==> config.mk <==
export PLATFORM = sky130hd
export DESIGN_NAME = instr_fetch_arbiter_flat
export DESIGN_NICKNAME = d
export VERILOG_FILES = /design/src/rtl/instr_fetch_arbiter_if.sv /design/src/rtl/instr_fetch_arbiter.sv /design/src/flat_wrapper.sv
export SDC_FILE = /design/constraint.sdc
export NUM_CORES = 1
export LEC_CHECK = 0
export ABC_CLOCK_PERIOD_IN_PS = 2000
export BUFFER_PORTS_ARGS = -buffer_cell sky130_fd_sc_hd__buf_2
export CAP_MARGIN = 30
export CORE_ASPECT_RATIO = 0.8
export CORE_UTILIZATION = 37
export CTS_CLUSTER_DIAMETER = 120
export DETAILED_ROUTE_END_ITERATION = 7
export PLACE_DENSITY = 0.82
export SLEW_MARGIN = 20
export SYNTH_ARGS = -nofsm -noshare
export SYNTH_HDL_FRONTEND = slang
export SYNTH_SLANG_ARGS = --single-unit
==> constraint.sdc <==
create_clock -name CLK -period 2 [get_ports CLK]
set_input_delay 0 -clock CLK [delete_from_list [all_inputs] [get_ports CLK]]
set_output_delay 0 -clock CLK [all_outputs]
set_load 0.02 [all_outputs]
==> src/rtl/instr_fetch_arbiter_if.sv <==
// Request/response channels of both fetch requesters plus the shared ROM read port.
// The slave modport is the arbiter's view; master is the fetch-unit/ROM side.
interface instr_fetch_arbiter_if #(
  parameter int WIDTH = 32
);
  logic             req0_valid;
  logic [WIDTH-1:0] req0_addr;
  logic             req0_ready;
  logic             rsp0_valid;
  logic [WIDTH-1:0] rsp0_instr;
  logic             rsp0_ready;

  logic             req1_valid;
  logic [WIDTH-1:0] req1_addr;
  logic             req1_ready;
  logic             rsp1_valid;
  logic [WIDTH-1:0] rsp1_instr;
  logic             rsp1_ready;

  logic [WIDTH-1:0] rom_addr;
  logic [WIDTH-1:0] rom_instr;
  logic             busy;

  modport slave (
    input  req0_valid, req0_addr, rsp0_ready,
    input  req1_valid, req1_addr, rsp1_ready,
    input  rom_instr,
    output req0_ready, rsp0_valid, rsp0_instr,
    output req1_ready, rsp1_valid, rsp1_instr,
    output rom_addr, busy
  );

  modport master (
    output req0_valid, req0_addr, rsp0_ready,
    output req1_valid, req1_addr, rsp1_ready,
    output rom_instr,
    input  req0_ready, rsp0_valid, rsp0_instr,
    input  req1_ready, rsp1_valid, rsp1_instr,
    input  rom_addr, busy
  );
endinterface

==> src/rtl/instr_fetch_arbiter.sv <==
// Round-robin share of the synchronous instruction ROM between two fetchers; accept -> response after 2 edges.
// One fetch in flight; requests stall in ADDR/RESP and a response is held until its requester is ready.
module instr_fetch_arbiter #(
  parameter int WIDTH = 32
) (
  input  logic                  CLK,
  input  logic                  Reset,
  instr_fetch_arbiter_if.slave  bus
);

  typedef enum logic [1:0] {
    IDLE = 2'd0,
    ADDR = 2'd1,
    RESP = 2'd2
  } state_t;

  state_t           state_q, state_d;
  logic [WIDTH-1:0] addr_q, addr_d;
  logic             gnt_q, gnt_d;
  logic             last_q, last_d;

  logic             winner;
  logic             rdy0, rdy1;
  logic             vld0, vld1;
  logic [WIDTH-1:0] ins0, ins1;

  // On a tie the requester that was not served last wins.
  always_comb begin
    winner = bus.req1_valid;
    if (bus.req0_valid && bus.req1_valid) begin
      winner = ~last_q;
    end
  end

  always_comb begin
    state_d = state_q;
    addr_d  = addr_q;
    gnt_d   = gnt_q;
    last_d  = last_q;
    rdy0    = 1'b0;
    rdy1    = 1'b0;
    vld0    = 1'b0;
    vld1    = 1'b0;
    ins0    = '0;
    ins1    = '0;
    case (state_q)
      IDLE: begin
        if (bus.req0_valid || bus.req1_valid) begin
          rdy0    = ~winner;
          rdy1    = winner;
          addr_d  = winner ? bus.req1_addr : bus.req0_addr;
          gnt_d   = winner;
          last_d  = winner;
          state_d = ADDR;
        end
      end
      ADDR: begin
        state_d = RESP;
      end
      RESP: begin
        // rom_addr stays at addr_q, so rom_instr is stable while the response waits.
        if (gnt_q) begin
          vld1 = 1'b1;
          ins1 = bus.rom_instr;
          if (bus.rsp1_ready) state_d = IDLE;
        end else begin
          vld0 = 1'b1;
          ins0 = bus.rom_instr;
          if (bus.rsp0_ready) state_d = IDLE;
        end
      end
      default: begin
        state_d = IDLE;
      end
    endcase
  end

  always_ff @(posedge CLK) begin
    if (Reset) begin
      state_q <= IDLE;
      addr_q  <= '0;
      gnt_q   <= 1'b0;
      last_q  <= 1'b1;
    end else begin
      state_q <= state_d;
      addr_q  <= addr_d;
      gnt_q   <= gnt_d;
      last_q  <= last_d;
    end
  end

  // Handshake outputs are quiet while Reset is held, whatever state is being abandoned.
  assign bus.req0_ready = rdy0 & ~Reset;
  assign bus.req1_ready = rdy1 & ~Reset;
  assign bus.rsp0_valid = vld0 & ~Reset;
  assign bus.rsp1_valid = vld1 & ~Reset;
  assign bus.rsp0_instr = Reset ? '0 : ins0;
  assign bus.rsp1_instr = Reset ? '0 : ins1;
  assign bus.rom_addr   = addr_q;
  assign bus.busy       = (state_q != IDLE) & ~Reset;

endmodule

==> src/flat_wrapper.sv <==
// flat-port wrapper written by rule: the top's interface ports become plain ports
module instr_fetch_arbiter_flat 
#(
  parameter int WIDTH = 32
)
  (CLK, Reset, bus_req0_valid, bus_req0_addr, bus_rsp0_ready, bus_req1_valid, bus_req1_addr, bus_rsp1_ready, bus_rom_instr, bus_req0_ready, bus_rsp0_valid, bus_rsp0_instr, bus_req1_ready, bus_rsp1_valid, bus_rsp1_instr, bus_rom_addr, bus_busy);
  instr_fetch_arbiter_if #(.WIDTH(WIDTH)) bus_i ();
  input  logic CLK;
  input  logic Reset;
  input wire logic [$bits(bus_i.req0_valid)-1:0] bus_req0_valid;
  input wire logic [$bits(bus_i.req0_addr)-1:0] bus_req0_addr;
  input wire logic [$bits(bus_i.rsp0_ready)-1:0] bus_rsp0_ready;
  input wire logic [$bits(bus_i.req1_valid)-1:0] bus_req1_valid;
  input wire logic [$bits(bus_i.req1_addr)-1:0] bus_req1_addr;
  input wire logic [$bits(bus_i.rsp1_ready)-1:0] bus_rsp1_ready;
  input wire logic [$bits(bus_i.rom_instr)-1:0] bus_rom_instr;
  output wire logic [$bits(bus_i.req0_ready)-1:0] bus_req0_ready;
  output wire logic [$bits(bus_i.rsp0_valid)-1:0] bus_rsp0_valid;
  output wire logic [$bits(bus_i.rsp0_instr)-1:0] bus_rsp0_instr;
  output wire logic [$bits(bus_i.req1_ready)-1:0] bus_req1_ready;
  output wire logic [$bits(bus_i.rsp1_valid)-1:0] bus_rsp1_valid;
  output wire logic [$bits(bus_i.rsp1_instr)-1:0] bus_rsp1_instr;
  output wire logic [$bits(bus_i.rom_addr)-1:0] bus_rom_addr;
  output wire logic [$bits(bus_i.busy)-1:0] bus_busy;
  assign bus_i.req0_valid = bus_req0_valid;
  assign bus_i.req0_addr = bus_req0_addr;
  assign bus_i.rsp0_ready = bus_rsp0_ready;
  assign bus_i.req1_valid = bus_req1_valid;
  assign bus_i.req1_addr = bus_req1_addr;
  assign bus_i.rsp1_ready = bus_rsp1_ready;
  assign bus_i.rom_instr = bus_rom_instr;
  assign bus_req0_ready = bus_i.req0_ready;
  assign bus_rsp0_valid = bus_i.rsp0_valid;
  assign bus_rsp0_instr = bus_i.rsp0_instr;
  assign bus_req1_ready = bus_i.req1_ready;
  assign bus_rsp1_valid = bus_i.rsp1_valid;
  assign bus_rsp1_instr = bus_i.rsp1_instr;
  assign bus_rom_addr = bus_i.rom_addr;
  assign bus_busy = bus_i.busy;
  instr_fetch_arbiter #(.WIDTH(WIDTH)) u_core (.CLK(CLK), .Reset(Reset), .bus(bus_i));
endmodule
==> flow_summary.json, run 1 <==
{
  "yosys-top-cells-area": "dfxtp_1, and2_1, a311oi_1, nand2_1, a21oi_1",
  "crit_arrival_ns": 2.14,
  "rr_worst_depth": 5,
  "die_h_um": 69.3,
  "layout.nets": 598,
  "setup_violations": 0,
  "synthTopCellsByCount": "and2_1, dfxtp_1, nand2_1, a21oi_1, a311oi_1",
  "ys_ff_latch": 36,
  "synth_top_area_frac": 0.344,
  "cts-htree-levels": 2,
  "ys.flop_type": "dfxtp_1",
  "status": "finished, final reports clean",
  "drt_wl_total_um": 8330,
  "synthArstFlopShare": 0,
  "cpPeakStageDelay_ns": 0.57,
  "crit_type": "reg -> reg",
  "grt_max_degree": 34,
  "synthCells": 259,
  "cts_num_sinks": 36,
  "syn_avg_cell_area_um2": 8.09,
  "path_cells": "nor2_4 -> buf_4 -> nand4_1 -> a31oi_1 -> dlygate4sd3_1",
  "critPathMaxFanout": 19,
  "vias_per_cell": 5.06,
  "yosysUniqueCellTypes": 34,
  "synth_area_mm2": 0.00210,
  "ctsLongestPathBuffers": 2,
  "worst_setup_path_end_kind": "flip-flop",
  "cellPowerDensity_mw_per_mm2": 563,
  "cts_root_buf": "clkbuf_8",
  "die-area_mm2": 0.00597,
  "synth_warnings": 0,
  "drtPass1Iterations": 7,
  "maxSlewHeadroom": 0.576,
  "die_w_um": 86.1,
  "synth_enable_flop_cells": 0,
  "reg2reg_to": "u_core.bus.rom_addr[16]$_SDFFE_PP0P_",
  "portBuffers": 202,
  "place.detailed.hpwl_um": 5720,
  "fin_skew_ns": 0.0109,
  "syn_to_final_growth_pct": 75.2,
  "drc": 0,
  "layout_min_cycle_time_ns": 1.90,
  "fp.coreArea_mm2": 0.00547,
  "irDropWorstVdd_uv": 292,
  "maxCapViolations": 0,
  "r2r_slack_ns": 0.10,
  "gp_congestion": 0.790,
  "hold_path_class": "in -> reg",
  "finalHoldViolCount": 0,
  "worst_pin_slew_ns": 0.636,
  "start_util": 0.383,
  "p_leak_nw": 2.00,
  "critical_path_buf_inv_count": 2,
  "row_count": 24,
  "ant_nets": 0,
  "first_iter_violations": 200,
  "wl_per_cell_um": 14.5,
  "numCtsBuffers": 5,
  "synthesis.nets": 361,
  "critPathTopFamily": "buffers and inverters",
  "grt_antenna_before_repair": 0,
  "yosysSeqAreaShare": 0.344,
  "grt_pass1_wl_um": 12700,
  "drive_gt1_frac": 0.446,
  "cp-start-kind": "flip-flop",
  "cts_tree": "built",
  "total_power_mw": 2.07,
  "insertion_delay_ns": 0.30,
  "postCtsSetupBuffers": 0,
  "path_clk_slew_ns": 0.08,
  "rsz0062_at_grt": "false",
  "ios": 203,
  "hold_depth": 3,
  "yosysMostFrequentCell": "and2_1",
  "r2r-start": "u_core.state_q[0]$_SDFFE_PP0P_",
  "cp-startpoint": "u_core.state_q[0]$_SDFFE_PP0P_",
  "crit_required_ns": 2.24,
  "fmax_mhz": 526,
  "finalSetupTns_ns": 0,
  "gr-total-overflow": 0,
  "hold_slack_ns": 0.00288,
  "vias": 2903,
  "synth.largest_area_cell": "dfxtp_1",
  "fin_crit_sh": 0.950,
  "grt_pass1_vias": 2662,
  "min_from": "bus_req0_addr[4]",
  "grt_usage": 0.268,
  "cpMaxStageDelayCell": "dlygate4sd3_1",
  "drv_slew": 0,
  "hold_end": "u_core.bus.rom_addr[4]$_SDFFE_PP0P_",
  "antenna_cells": 0
}
-- report_power, final --
part / total [mW] / switching, mW / internal (mW)
Clock: 0.500 / 0.263 / 0.237
Sequential: 0.853 / 0.0533 / 0.800
Combinational: 0.716 / 0.400 / 0.316
-- state kept, by name (all words and copies together) (netlist names) --
signal / cells
u_core.bus.rom_addr: 32
u_core.last_q: 1
u_core.state_q: 2
u_core.gnt_q: 1
-- cells by family (layout without fill, tap and decap cells) --
| group | count (synthesis) | count (layout) | synth area share |
|---|---|---|---|
| AND/OR/NAND/NOR | 137 | 137 | 0.380 |
| flip-flops | 36 | 36 | 0.344 |
| multiplexers | 1 | 1 | 0.00478 |
| buffers and inverters | 22 | 259 | 0.0543 |
| AO/OA/AOI/OAI | 63 | 63 | 0.217 |
-- stage by stage --
step / area [um^2] / setup WS [ns] / utilization / instances
after floorplan: 2100 / 0.581 / - / 259
after global placement: 3130 / 0.590 / 0.573 / 521
after detailed placement: 3130 / 0.424 / 0.573 / 521
after CTS: 3670 / 0.0355 / 0.671 / 574
after global routing: 3670 / 0.0496 / 0.672 / 574
final: 3670 / 0.100 / 0.672 / 574
-- layout by cell type (no fill, tap or decap), types with 5 or more instances in the layout --
| cell type | instances |
|---|---|
| dlygate4sd3_1 | 46 |
| a21oi_1 | 19 |
| o21ai_0 | 7 |
| clkbuf_8 | 5 |
| and3_1 | 8 |
| buf_2 | 202 |
| a311oi_1 | 17 |
| a31oi_1 | 7 |
| a221o_1 | 8 |
| nand4_1 | 7 |
| and2_1 | 65 |
| nand2_1 | 35 |
| dfxtp_1 | 36 |
| nand3_1 | 7 |
-- worst max path at each step --
| stage | slack [ns] | end | depth (start not counted) |
|---|---|---|---|
| after CTS | 0.04 | u_core.bus.rom_addr[16]$_SDFFE_PP0P_ | 5 |
| final | 0.10 | u_core.bus.rom_addr[16]$_SDFFE_PP0P_ | 5 |
| after detailed placement | 0.42 | u_core.bus.rom_addr[24]$_SDFFE_PP0P_ | 4 |
| after floorplan | 0.58 | bus_rsp0_instr[22] | 3 |
| after global routing | 0.05 | u_core.bus.rom_addr[16]$_SDFFE_PP0P_ | 5 |
| after global placement | 0.59 | u_core.bus.rom_addr[18]$_SDFFE_PP0P_ | 4 |
-- worst reg2reg max path, stage by stage, from the launching register on --
cell	delay, ns
dfxtp_1	0.41
nor2_4	0.26
buf_4	0.29
nand4_1	0.13
a31oi_1	0.19
dlygate4sd3_1	0.57
-- cell type report --
cell class / count / area (um^2)
sequential: 36 / 721
timing repair buffer: 252 / 1500
tap: 78 / 97.6
clock inverter: 1 / 5.00
fill: 453 / 1790
clock buffer: 6 / 72.6
multi-input combinational: 201 / 1270
-- routing by layer --
layer / wire length [um] / up-vias / track usage
li1: - / 1396 / -
met1: 3250 / 1327 / 0.311
met4: 216 / 0 / 0.104
met5: 0 / - / 0
met3: 542 / 26 / 0.0500
met2: 4320 / 154 / 0.483
-- repair_timing --
action / 4_1_cts / 5_1_grt
setup endpoints to repair: 0 / 1
hold buffers: 46 / 0
gates resized for setup: 0 / 1
endpoints found under the hold margin: 28 / 0
Power figures use the tool's default switching activity.
==> run 2, diff against run 1 <==
--- a/config.mk
+++ b/config.mk
@@ -13,6 +13,7 @@
 export CTS_CLUSTER_DIAMETER = 120
 export DETAILED_ROUTE_END_ITERATION = 7
 export PLACE_DENSITY = 0.82
+export REMOVE_ABC_BUFFERS = 1
 export SLEW_MARGIN = 20
 export SYNTH_ARGS = -nofsm -noshare
 export SYNTH_HDL_FRONTEND = slang
==> run 2 against run 1 <==
Net effect:
- die area unchanged
- register-to-register slack got worse by 0.04 ns
- hold slack got worse by 0.0025 ns
- via count increased by 3.0%
- clock power increased by 4.2%
- first-iteration DRC count increased by 7.0%
- routed wire length increased by 7.0%
- clock skew decreased by 0.0013 ns
- critical path depth decreased by 1
- critical path type unchanged
==> flow_summary.json, run 2 (synthesis gave the netlist of run 1 again) <==
{
  "status": "finished, final reports clean",
  "drtPass1Iterations": 5,
  "r2r-start": "u_core.last_q$_SDFFE_PP1P_",
  "cp-startpoint": "u_core.last_q$_SDFFE_PP1P_",
  "maxSlewHeadroom": 0.551,
  "rr_worst_depth": 4,
  "fmax_mhz": 516,
  "maxCapViolations": 0,
  "n_fill_cell": 440,
  "largest_reg_flops": 32,
  "gp_congestion": 0.854,
  "reg2reg_to": "u_core.bus.rom_addr[30]$_SDFFE_PP0P_",
  "fin_ws_ns": 0.0638,
  "crit_end": "u_core.bus.rom_addr[30]$_SDFFE_PP0P_",
  "drive_gt1_frac": 0.456,
  "setup_violations": 0,
  "drv_slew": 0,
  "fp.coreArea_mm2": 0.00547,
  "grt_usage": 0.282,
  "worst_pin_slew_ns": 0.670,
  "final_common_cell": "buf_2",
  "antenna_cells": 0,
  "hold_slack_ns": 0.000346,
  "multi_input_area_mm2": 0.00128,
  "vias_per_cell": 5.11,
  "gr-total-overflow": 0,
  "cellPowerDensity_mw_per_mm2": 569,
  "crit_required_ns": 2.23,
  "finalHoldViolCount": 0,
  "cts_num_sinks": 36,
  "die_h_um": 69.3,
  "cts_tree": "built",
  "numCtsBuffers": 5,
  "syn_to_final_growth_pct": 80.5,
  "critPathMaxFanout": 17,
  "crit_type": "reg -> reg",
  "r2r_slack_ns": 0.06,
  "irDropWorstVdd_uv": 334,
  "final_cell_mix": "buf_2, and2_1, dlygate4sd3_1, dfxtp_1, nand2_1",
  "cts_root_buf": "clkbuf_8",
  "fin_crit_sh": 0.968,
  "path_clk_slew_ns": 0.08,
  "grt_pass1_vias": 2790,
  "grt_pass1_wl_um": 13400,
  "ios": 203,
  "die_w_um": 86.1,
  "ctsLongestPathBuffers": 2,
  "drc": 0,
  "die-area_mm2": 0.00597,
  "cp-start-kind": "flip-flop",
  "hold_path_class": "in -> reg",
  "first_iter_violations": 214,
  "worst_setup_path_end_kind": "flip-flop",
  "crit_arrival_ns": 2.17,
  "place_ws_ns": 0.494,
  "place.detailed.hpwl_um": 5660,
  "regArea_um2": 721,
  "layout_min_cycle_time_ns": 1.94,
  "row_count": 24,
  "start_util": 0.383,
  "ant_nets": 0,
  "portBuffers": 202,
  "p_leak_nw": 2.06,
  "fin_skew_ns": 0.00960,
  "layout.nets": 608,
  "drt_wl_total_um": 8910,
  "vias": 2989,
  "grt_antenna_before_repair": 1,
  "cts-htree-levels": 2,
  "insertion_delay_ns": 0.29,
  "grt_max_degree": 34,
  "wl_per_cell_um": 15.2
}
## run 2: changes by cell type in the layout (fill, tap and decap cells not counted), sizes merged
cell and change:
clkinv +2, dlygate4sd3 +4, clkbuf -1, buf +6
## run 2: critical path: stages (launching register included)
cell and delay (ns):
dfxtp_1 0.49, a21bo_2 0.42, nand2_1 0.09, a311oi_1 0.29, dlygate4sd3_1 0.60
## run 2: how the worst min path moves through the flow
stage | start | to | slack [ns] | depth (start not counted)
floorplan | Reset | u_core.state_q[1]$_SDFFE_PP0P_ | 0.07 | 1
global placement | bus_req0_addr[14] | u_core.bus.rom_addr[14]$_SDFFE_PP0P_ | 0.22 | 2
detailed placement | bus_req0_addr[14] | u_core.bus.rom_addr[14]$_SDFFE_PP0P_ | 0.24 | 2
CTS | bus_req1_addr[4] | u_core.bus.rom_addr[4]$_SDFFE_PP0P_ | 0.0001 | 3
global route | bus_req0_addr[0] | u_core.bus.rom_addr[0]$_SDFFE_PP0P_ | 0.001 | 3
finish | bus_req0_addr[0] | u_core.bus.rom_addr[0]$_SDFFE_PP0P_ | 0.0003 | 3
## run 2: layout make-up
class | instances | area share
clock inverter | 3 | 0.00496
timing repair buffer | 262 | 0.423
clock buffer | 5 | 0.0182
multi-input combinational | 201 | 0.338
tap | 78 | 0.0258
sequential | 36 | 0.190
## run 2: per-layer routing
metal  vias to the layer above  track usage  wire length [um]
met3                        33       0.0583               703
met5                         -            0                13
met2                       192        0.482              4400
met4                         2        0.119               257
met1                      1346        0.342              3530
li1                       1416            -                 -
## run 2: repair_timing
item / CTS / global route
hold buffers: 50 / 0
endpoints found under the hold margin: 30 / 0
setup buffers: 0 / 4
setup endpoints to repair: 0 / 7
resized for setup: 0 / 3
## run 2: metrics by stage
stage	cell area, um^2	power, mW	utilization	setup TNS [ns]	std cells
2_1_floorplan	1980	1.21	-	-0.896	237
3_3_place_gp	3140	1.48	0.575	0	523
3_5_place_dp	3140	1.50	0.575	0	523
4_1_cts	3730	2.09	0.683	0	581
5_1_grt	3780	2.24	0.692	-0.0136	585
6_report	3780	2.15	0.692	0	585
## run 2: report_power, final
group / switching [mW] / internal, mW / total (mW)
sequential: 0.0582 / 0.799 / 0.858
combinational: 0.419 / 0.356 / 0.775
clock: 0.278 / 0.243 / 0.521
